File: config.mk
export PLATFORM = sky130hd
export DESIGN_NAME = inst_sched
export DESIGN_NICKNAME = d
export VERILOG_FILES = /design/src/rtl/inst_sched.sv
export SDC_FILE = /design/constraint.sdc
export NUM_CORES = 1
export LEC_CHECK = 0
export ABC_CLOCK_PERIOD_IN_PS = 3000
export BUFFER_PORTS_ARGS = -buffer_cell sky130_fd_sc_hd__buf_2
export CAP_MARGIN = 20
export CORE_UTILIZATION = 35
export CTS_BUF_LIST = sky130_fd_sc_hd__clkbuf_8
export DETAILED_ROUTE_END_ITERATION = 8
export SETUP_SLACK_MARGIN = 0.1
export SYNTH_ARGS = -nofsm -noshare
export SYNTH_HDL_FRONTEND = slang
export SYNTH_SLANG_ARGS = --single-unit
export TNS_END_PERCENT = 20
File: constraint.sdc
create_clock -name clk -period 3 [get_ports clk]
set_clock_uncertainty 0.1 [all_clocks]
set_input_delay 0 -clock clk [delete_from_list [all_inputs] [get_ports clk]]
set_output_delay 0 -clock clk [all_outputs]
set_load 0.05 [all_outputs]
File: src/rtl/inst_sched.sv
// Instruction scheduler: step FIFO feeding a one-shot issue FSM with SEND/UART handshake.
// Optional SEND timeout enabled by defining INST_SCHED_TX_TIMEOUT_EN.
module inst_sched #(
    parameter int FIFO_AW    = 2,
    parameter int TX_TIMEOUT = 16
) (
    input  logic               clk,
    input  logic               rst,
    input  logic               step_vld,
    input  logic [7:0]         step_wd,
    output logic               step_rdy,
    output logic               inst_vld,
    output logic [7:0]         inst_wd,
    input  logic               uart_busy,
    output logic [FIFO_AW:0]   fifo_cnt,
    output logic               ovf,
    output logic               tx_to
);
    localparam int DEPTH = 2 ** FIFO_AW;

    typedef enum logic [1:0] {IDLE, ISSUE, WAIT_TX} state_t;

    state_t               state_q, state_d;
    logic [7:0]           mem_q [DEPTH];
    logic [7:0]           mem_d [DEPTH];
    logic [FIFO_AW-1:0]   wr_q, wr_d, rd_q, rd_d;
    logic [FIFO_AW:0]     cnt_q, cnt_d;
    logic                 vld_q, vld_d;
    logic [7:0]           wd_q, wd_d;
    logic                 ovf_q, ovf_d;
    logic                 seen_q, seen_d;
    logic                 push, pop, head_send;
    logic [7:0]           head;

`ifdef INST_SCHED_TX_TIMEOUT_EN
    localparam int TW = $clog2(TX_TIMEOUT + 1);
    logic [TW-1:0]        tmr_q, tmr_d;
    logic                 tx_to_q, tx_to_d;
    assign tx_to = tx_to_q;
`else
    assign tx_to = 1'b0;
`endif

    assign step_rdy  = (cnt_q != (FIFO_AW + 1)'(DEPTH));
    assign push      = step_vld & step_rdy;
    assign pop       = (state_q == ISSUE);
    assign head      = mem_q[rd_q];
    assign head_send = (head[7:6] == 2'b11);
    assign inst_vld  = vld_q;
    assign inst_wd   = wd_q;
    assign fifo_cnt  = cnt_q;
    assign ovf       = ovf_q;

    always_comb begin
        state_d = state_q;
        seen_d  = seen_q;
        mem_d   = mem_q;
        wr_d    = wr_q;
        rd_d    = rd_q;
        cnt_d   = cnt_q;
        wd_d    = wd_q;
        ovf_d   = ovf_q | (step_vld & ~step_rdy);
`ifdef INST_SCHED_TX_TIMEOUT_EN
        tmr_d   = tmr_q;
        tx_to_d = tx_to_q;
`endif
        unique case (state_q)
            IDLE: begin
                if (cnt_q != '0 && (!head_send || !uart_busy))
                    state_d = ISSUE;
            end
            ISSUE: begin
                state_d = head_send ? WAIT_TX : IDLE;
                seen_d  = 1'b0;
`ifdef INST_SCHED_TX_TIMEOUT_EN
                tmr_d   = '0;
`endif
            end
            WAIT_TX: begin
`ifdef INST_SCHED_TX_TIMEOUT_EN
                tmr_d = tmr_q + 1'b1;
`endif
                if (seen_q && !uart_busy)
                    state_d = IDLE;
                else if (uart_busy)
                    seen_d = 1'b1;
`ifdef INST_SCHED_TX_TIMEOUT_EN
                else if (tmr_q == TW'(TX_TIMEOUT - 1)) begin
                    state_d = IDLE;
                    tx_to_d = 1'b1;
                end
`endif
            end
            default: state_d = IDLE;
        endcase
        // strobe and word are registered on entry to ISSUE
        vld_d = (state_d == ISSUE);
        if (vld_d)
            wd_d = head;
        if (push) begin
            mem_d[wr_q] = step_wd;
            wr_d        = wr_q + 1'b1;
        end
        if (pop)
            rd_d = rd_q + 1'b1;
        if (push && !pop)
            cnt_d = cnt_q + 1'b1;
        else if (!push && pop)
            cnt_d = cnt_q - 1'b1;
    end

    always_ff @(posedge clk or posedge rst) begin
        if (rst) begin
            state_q <= IDLE;
            for (int i = 0; i < DEPTH; i++)
                mem_q[i] <= '0;
            wr_q    <= '0;
            rd_q    <= '0;
            cnt_q   <= '0;
            vld_q   <= 1'b0;
            wd_q    <= 8'h00;
            ovf_q   <= 1'b0;
            seen_q  <= 1'b0;
`ifdef INST_SCHED_TX_TIMEOUT_EN
            tmr_q   <= '0;
            tx_to_q <= 1'b0;
`endif
        end else begin
            state_q <= state_d;
            mem_q   <= mem_d;
            wr_q    <= wr_d;
            rd_q    <= rd_d;
            cnt_q   <= cnt_d;
            vld_q   <= vld_d;
            wd_q    <= wd_d;
            ovf_q   <= ovf_d;
            seen_q  <= seen_d;
`ifdef INST_SCHED_TX_TIMEOUT_EN
            tmr_q   <= tmr_d;
            tx_to_q <= tx_to_d;
`endif
        end
    end
endmodule

==> impl_metrics.yaml, run 1 <==
run_status:
  status: "finished, final reports clean"
clocking:
  clk_pin_slew_ps: 90
  clock_latency_ps: 300
  cts_made_buffers: 5
  root_buffer: "clkbuf_8"
  cts_tree: "built"
  clk_path_buf_depth: 2
  cts-htree-levels: 2
  cts_sinks: 52
timing:
  period_needed_ps: 2477
  maxSlewHeadroom: 0.4912
  whs_ps: 284.9
  worst_pin_slew_ps: 762.0
  setup_tns_ps: 0
  finalCritPeriodShare: 0.8257
  fin_ws_ps: 522.8
  setup_viol: 0
  maxSlewViolCount: 0
  hold_viol: 0
  fmax_mhz: 403.7
  rsz0062_at_grt: "no"
power:
  leakage_nw: 1.213
  ir_worst_vdd_mv: 0.4342
  power.density_nw_per_um2: 1216
  power_mw: 3.312
critical_path:
  path_max_fanout: 8
  rrSetupSlack_ps: 520
  start_kind: "flip-flop"
  setup.worst_path.end_class: "flip-flop"
  arrival_ps: 2600
  cp.required_ps: 3130
  critPathKind: "flip-flop to flip-flop"
global_route:
  grt_max_degree: 37
  grt_pass1_vias: 1394
  grt_pass1_wl_um: 6941
  overflow: 0
  antenna_found_initial: 0
  gr-usage-all-layers: 0.1304
route:
  firstDrtPassIters: 4
  wl_per_cell_um: 14.72
  detail-route-antenna-nets: 0
  via_per_inst: 4.842
  num_vias: 1317
  route.detailed.drc: 0
  drt-total-wl_um: 4004
  drt_iter0_markers: 62
die:
  core-area_sq_um: 6386
  num_rows: 29
  start_util: 0.3638
  die-width_um: 83.48
  pin_count: 27
  die_h_um: 83.48
  dieArea_sq_um: 6968
yosys:
  synth.most_common_cell: "dfrtp_1"
  synth_common_cells: "dfrtp_1 (52), mux2_2 (25), mux2_1 (8)"
  synth.distinct_cells: 31
  syn_nets: 173
  yosysSeqAreaShare: 0.5600
  synth-simple-area-share: 0.03877
  yosys.area_share.adder: 0.03554
  synthTopCellsByArea: "dfrtp_1 (56%), mux2_2 (12%), mux4_2 (6.8%)"
  synthArstFlopShare: 1.000
  synthCells: 155
  synth_compound_area_frac: 0.03823
  ys.warnings.count: 0
  yosysTopAreaCellShare: 0.5600
  postSynthAreaPerCell_sq_um: 14.99
  synthMuxAreaShare: 0.2795
  yosysTopAreaCell: "dfrtp_1"
  ys_ff_latch: 52
  synthFlopType: "dfrtp_1"
  syn_area_sq_um: 2323
  synth_top_family_by_area: "multiplexers"
  yosys.area_share.xor_xnor: 0.02262
  synth-edff-count: 0
final_layout:
  n_fill_cell: 600
  n_antenna_cell: 0
  final_layout_size_suffix_gt1_frac: 0.4051
  fin_nets: 213
  multiInputGateArea_sq_um: 967.2
  regArea_sq_um: 1301
  area_delta_synth_final_pct: 17.18
  design_area_sq_um: 2723
run:
  drv_cap: 0
place:
  port_buffers: 25
  gp_congestion: 0.6654
  placed_area_sq_um: 2531
  place_worst_setup_slack_ps: 541.7
  hpwl_um: 2652
min_path:
  worstHoldPathType: "input pin to asynchronous set/reset pin"
[per-stage QoR]
step	cells	utilization
2_1_floorplan	155	-
3_3_place_gp	254	0.3964
3_5_place_dp	254	0.3964
4_1_cts	272	0.4263
5_1_grt	272	0.4263
6_report	272	0.4263
[logic make-up (layout without fill, tap and decap cells)]
logic type	Yosys count	after routing
XOR/XNOR	6	6
other	1	1
buffers and inverters	12	52
multiplexers	49	49
AND/OR/NAND/NOR	17	17
adder cells (fa/ha/maj)	6	6
AO/OA/AOI/OAI	12	12
flip-flops	52	52
[what timing repair did]
| item | in CTS | in global routing |
|---|---|---|
| gates resized for setup | 0 | 0 |
| buffers inserted | 0 | 0 |
| hold endpoints to repair | 71 | 0 |
| hold buffers | 11 | 0 |
[sequential cells by signal (all words and copies together) (netlist names)]
register / count
fifo_cnt: 3
inst_vld: 1
inst_wd: 8
mem_q: 32
ovf: 1
rd_q: 2
seen_q: 1
state_q: 2
wr_q: 2
[path summary, 6_finish.rpt]
kind                              from           to  cells after the start
setup / recovery           fifo_cnt[2]  fifo_cnt[2]                      8
hold / removal                     rst    mem_q[12]                      3
setup reg to reg           fifo_cnt[2]  fifo_cnt[2]                      8
hold reg to reg                    ovf          ovf                      1
max in group asynchronous          rst     mem_q[8]                      4
min in group clk              step_vld          ovf                      3
[per-layer routing]
layer | track usage | vias up | wire, um
li1 | - | 625 | -
met1 | 0.1694 | 675 | 1834
met2 | 0.2124 | 12 | 2007
met3 | 0.03066 | 5 | 94
met4 | 0.05085 | 0 | 68
met5 | 0 | - | 0
[cell type report]
type                       instances  share of cell area
clock inverter                     2            0.004596
multi-input combinational         91              0.3552
timing repair buffer              38             0.09191
clock buffer                       5             0.02528
sequential                        52              0.4779
inverter                           7            0.009651
tap                               77             0.03539
[worst max-delay path, cell delays in order, from the launching register on]
cell and delay, ps:
dfrtp_1 410, nor3b_1 170, nor2b_1 560, ha_1 300, inv_1 60, fa_1 370, xor2_1 150, nor2_1 120
xor2_1 160
[power breakdown]
part,switching (mW),internal (mW),total (mW)
clock network,0.222,0.158,0.380
registers,0.223,1.07,1.29
logic,0.860,0.781,1.64
total,1.30,2.01,3.31
[cells in the final DEF, fill, tap and decap left out, types with 4 or more instances in the layout]
| master | n |
|---|---|
| mux2_4 | 6 |
| mux2_2 | 25 |
| inv_1 | 6 |
| xnor2_1 | 4 |
| ha_1 | 5 |
| dlygate4sd3_1 | 11 |
| mux4_2 | 7 |
| dfrtp_1 | 52 |
| buf_2 | 25 |
| nand2_2 | 4 |
| clkbuf_8 | 5 |
| mux2_1 | 8 |
| nand2_1 | 4 |
No activity file was read; power rests on OpenSTA's default activity.
==> run 2: changes to the inputs <==
ABC_CLOCK_PERIOD_IN_PS = 2100   (was 3000)
clock period = 2.1 ns   (was 3 ns; I/O delays follow)
==> run 2 against run 1 <==
Effect of this change: wire length rose by 2.7%; non-clock buffer count rose by 4; clock power increased by 80%; largest power group unchanged.
==> impl_metrics.yaml, run 2 (synthesis results as in run 1) <==
run_status:
  status: "finished, final reports clean"
critical_path:
  setup.worst_path.end_class: "flip-flop"
  start_kind: "flip-flop"
  r2r-start: "fifo_cnt[1]"
  rrSetupSlack_ps: 180
  cp.required_ps: 2200
  r2r-end: "fifo_cnt[1]"
  ff2ff_path_depth: 6
  critPathKind: "flip-flop to flip-flop"
  arrival_ps: 2010
  path_max_fanout: 5
route:
  wl_per_cell_um: 14.85
  detail-route-antenna-nets: 0
  drt-total-wl_um: 4114
  via_per_inst: 4.892
  route.detailed.drc: 0
  drt_iter0_markers: 39
  firstDrtPassIters: 4
  num_vias: 1355
place:
  hpwl_um: 2846
  place_inst: 258
  gp_congestion: 0.6799
  port_buffers: 25
  placed_area_sq_um: 2616
  place_worst_setup_slack_ps: 147.6
timing:
  finalCritPeriodShare: 0.9129
  setup_viol: 0
  hold_viol: 0
  worst_pin_slew_ps: 523.0
  rsz0062_at_grt: "yes"
  maxSlewHeadroom: 0.6508
  fin_ws_ps: 183.0
  period_needed_ps: 1917
  setup_tns_ps: 0
  fmax_mhz: 521.7
  maxSlewViolCount: 0
clocking:
  clock_latency_ps: 300
  cts_sinks: 52
  cts_made_buffers: 5
  root_buffer: "clkbuf_8"
  cts_tree: "built"
  cts-htree-levels: 2
  post_cts_buffers: 0
  clk_pin_slew_ps: 100
  clk_path_buf_depth: 2
final_layout:
  n_antenna_cell: 0
  final_common_cell: "dfrtp_1"
  design_area_sq_um: 2840
  mostFrequentLayoutCells: "dfrtp_1 (49), mux2_2 (25), buf_2 (25), dlygate4sd3_1 (11), mux2_1 (8)"
  instances_no_fill: 277
  fin_nets: 217
  top_register: "mem_q"
  n_fill_cell: 604
  largest_reg_flops: 32
  area_delta_synth_final_pct: 22.24
  final_layout_size_suffix_gt1_frac: 0.4550
power:
  p_int_mw: 3.133
  switchingPower_mw: 1.933
  pwr-share-comb: 0.503
  power.density_nw_per_um2: 1784
  leakage_nw: 1.264
  seqPwrFrac: 0.362
  ir_worst_vdd_mv: 0.6661
  p_clk_frac: 0.135
  swShare: 0.3816
global_route:
  grt_pass1_vias: 1461
  grt_max_degree: 31
  grt_pass1_wl_um: 7155
  overflow: 0
  gr-usage-all-layers: 0.1330
  antenna_found_initial: 0
run:
  drv_cap: 0
die:
  num_rows: 29
  die_h_um: 83.48
  die-width_um: 83.48
  pin_count: 27
  start_util: 0.3638
  dieArea_sq_um: 6968
  core-area_sq_um: 6386
min_path:
  worstHoldPathType: "input pin to asynchronous set/reset pin"
run 2: what timing repair did:
| item | 4_1_cts | 5_1_grt |
|---|---|---|
| hold buffers | 11 | 0 |
| endpoints found under the setup margin | 0 | 2 |
| gates resized for setup | 0 | 1 |
| hold endpoints to repair | 57 | 0 |
run 2: cell type report:
cell class / count / area, sq um / share of cell area
flip-flops and latches: 52 / 1305 / 0.4595
multi-input cells: 91 / 996.0 / 0.3507
clock inverters: 3 / 42.54 / 0.01498
well taps: 77 / 96.34 / 0.03392
repair buffers: 42 / 305.3 / 0.1075
clock buffers: 5 / 68.82 / 0.02423
inverters: 7 / 26.28 / 0.009251
run 2: layer usage:
layer / part of all wire / global-route usage
met5: 0 / 0
met4: 0.0056 / 0.03698
met3: 0.027 / 0.03759
met2: 0.51 / 0.2183
met1: 0.46 / 0.1732
run 2: how the worst max path moves through the flow:
stage,start,end,slack (ps)
after floorplan,fifo_cnt[2],fifo_cnt[1],5
after global placement,fifo_cnt[2],fifo_cnt[2],190
after detailed placement,fifo_cnt[2],fifo_cnt[2],150
after CTS,fifo_cnt[2],fifo_cnt[2],120
after global routing,fifo_cnt[1],fifo_cnt[1],100
final,fifo_cnt[1],fifo_cnt[1],180
run 2: metrics by stage:
stage	total power, mW	util	hold slack (ps)
after floorplan	3.822	-	16.94
after global placement	4.370	0.4097	-29.63
after detailed placement	4.432	0.4097	-26.19
after CTS	5.146	0.4444	184.9
after global routing	5.410	0.4447	238.3
final	5.066	0.4447	182.3
run 2: worst max-delay path, stage by stage (launching register included):
cell and delay [ps]:
dfrtp_2 470, nor3b_4 260, nor2b_2 90, ha_4 170, inv_2 50, fa_2 420
mux2_2 260
run 2: power groups by stage:
| stage | sequential, mW | combinational [mW] | clock (mW) |
|---|---|---|---|
| 6_report | 1.83 | 2.55 | 0.685 |
| 5_1_grt | 1.91 | 2.76 | 0.741 |
| 4_1_cts | 1.84 | 2.59 | 0.712 |
| 3_5_place_dp | 1.86 | 2.57 | 0 |
| 3_3_place_gp | 1.85 | 2.52 | 0 |
| 2_1_floorplan | 2.23 | 1.59 | 0 |
==> run 3: changes to the inputs <==
==> constraint.sdc (replaced) <==
create_clock -name clk -period 2.1 [get_ports clk]
set_clock_uncertainty 0.1 [all_clocks]
set_input_delay 0 -clock clk [delete_from_list [all_inputs] [get_ports clk]]
set_output_delay 0 -clock clk [all_outputs]
set_load 0.02 [all_outputs]
==> run 3 against run 2 <==
Effect of this change: utilization is 0.41 points lower; critical endpoint is now inst_wd[3]; sequential cell count stayed put; worst setup slack better by 21 ps; die area stayed put; worst hold slack worse by 2.0 ps; clock power is 12% lower; power is 9.6% lower; via count is 0.59% higher; first-iteration DRC count is 87% higher; fmax is 1.1% higher; wire length is 2.0% lower.
==> impl_metrics.yaml, run 3 (synthesis results as in run 1) <==
final_layout:
  largest_reg_flops: 32
  top_register: "mem_q"
  final_common_cell: "dfrtp_1"
  final_layout_size_suffix_gt1_frac: 0.4600
  fin_nets: 217
  design_area_sq_um: 2814
  n_antenna_cell: 0
  mostFrequentLayoutCells: "dfrtp_1 (49), mux2_2 (25), buf_2 (25), dlygate4sd3_1 (11), mux2_1 (8)"
  area_delta_synth_final_pct: 21.11
power:
  power.density_nw_per_um2: 1628
  leakage_nw: 1.243
  ir_worst_vdd_mv: 0.6266
place:
  place_worst_setup_slack_ps: 123.2
  placed_area_sq_um: 2580
  gp_congestion: 0.7037
  port_buffers: 25
  hpwl_um: 2786
global_route:
  antenna_found_initial: 0
  gr-usage-all-layers: 0.1327
  grt_pass1_wl_um: 7127
  grt_pass1_vias: 1446
  overflow: 0
  grt_max_degree: 29
critical_path:
  setup.worst_path.end_class: "flip-flop"
  start_kind: "flip-flop"
  path_max_fanout: 7
  critPathKind: "flip-flop to flip-flop"
  crit_chain: "mux4_2, a21oi_4, mux2_4"
  arrival_ps: 1990
  cp_slowest_cell: "mux4_2"
  cp.required_ps: 2200
  cpPeakStageDelay_ps: 590
clocking:
  clock_latency_ps: 300
  clk_pin_slew_ps: 90
  cts_tree: "built"
  cts_sinks: 52
  clk_path_buf_depth: 2
  cts_made_buffers: 5
  root_buffer: "clkbuf_8"
  cts-htree-levels: 2
timing:
  hold_viol: 0
  worst_pin_slew_ps: 557.2
  fmax_mhz: 527.5
  rsz0062_at_grt: "no"
  setup_viol: 0
  maxSlewHeadroom: 0.6280
  finalCritPeriodShare: 0.9027
  fin_ws_ps: 204.3
  period_needed_ps: 1896
  maxSlewViolCount: 0
  setup_tns_ps: 0
run:
  drv_cap: 0
route:
  detail-route-antenna-nets: 0
  wl_per_cell_um: 14.55
  drt_iter0_markers: 73
  route.detailed.drc: 0
  num_vias: 1363
  firstDrtPassIters: 3
  via_per_inst: 4.921
  drt-total-wl_um: 4030
die:
  start_util: 0.3638
  die_h_um: 83.48
  pin_count: 27
  die-width_um: 83.48
  num_rows: 29
  dieArea_sq_um: 6968
  core-area_sq_um: 6386
run_status:
  status: "finished, final reports clean"
min_path:
  worstHoldPathType: "input pin to asynchronous set/reset pin"
run 3: power by group:
group | internal (mW) | leakage (nW) | switching [mW]
sequential | 1.53 | 0.615 | 0.304
combinational | 1.19 | 0.585 | 0.953
clock | 0.267 | 0.0434 | 0.333
run 3: repair_timing:
action                                  in CTS  in global routing
endpoints found under the setup margin       0                  2
setup buffers                                0                  2
hold endpoints to repair                    59                  0
gates resized for setup                      0                  3
hold buffers                                11                  0
run 3: path summary, 6_finish.rpt:
path                           from           to  slack [ps]  cells after the start
min in group clk           step_vld          ovf         340                      3
max reg2reg                 rd_q[0]   inst_wd[3]         200                      3
min                             rst     mem_q[8]         180                      3
min reg2reg                     ovf          ovf         360                      1
max                         rd_q[0]   inst_wd[3]         200                      3
max in group asynchronous       rst  fifo_cnt[1]        1160                      4
run 3: critical path: cells and delay by family, from the launching register on:
kind           cells  cell delay, ps
multiplexers       2             930
AO/OA/AOI/OAI      1             380
flip-flops         1             370
run 3: area by class of cell:
type / count / area, sq um
Clock buffer: 6 / 82.58
Inverter: 7 / 26.28
Multi-Input combinational cell: 91 / 996.0
Tap cell: 77 / 96.34
Fill cell: 591 / 3572
Clock inverter: 2 / 15.01
Sequential cell: 52 / 1305
Timing Repair Buffer: 42 / 292.8
run 3: layer usage:
metal / share of wire / GRT usage
met2: 0.50 / 0.2191
met3: 0.026 / 0.03561
met4: 0.0084 / 0.04622
met1: 0.47 / 0.1692
met5: 0 / 0
run 3: stage by stage:
step             util  power [mW]  hold WS (ps)  cells
2_1_floorplan       -       3.492         16.94    155
3_3_place_gp   0.4040       3.922        -7.155    256
3_5_place_dp   0.4040       3.983        -10.46    256
4_1_cts        0.4365       4.604         200.9    275
5_1_grt        0.4406       4.937         259.2    277
6_report       0.4406       4.580         180.3    277
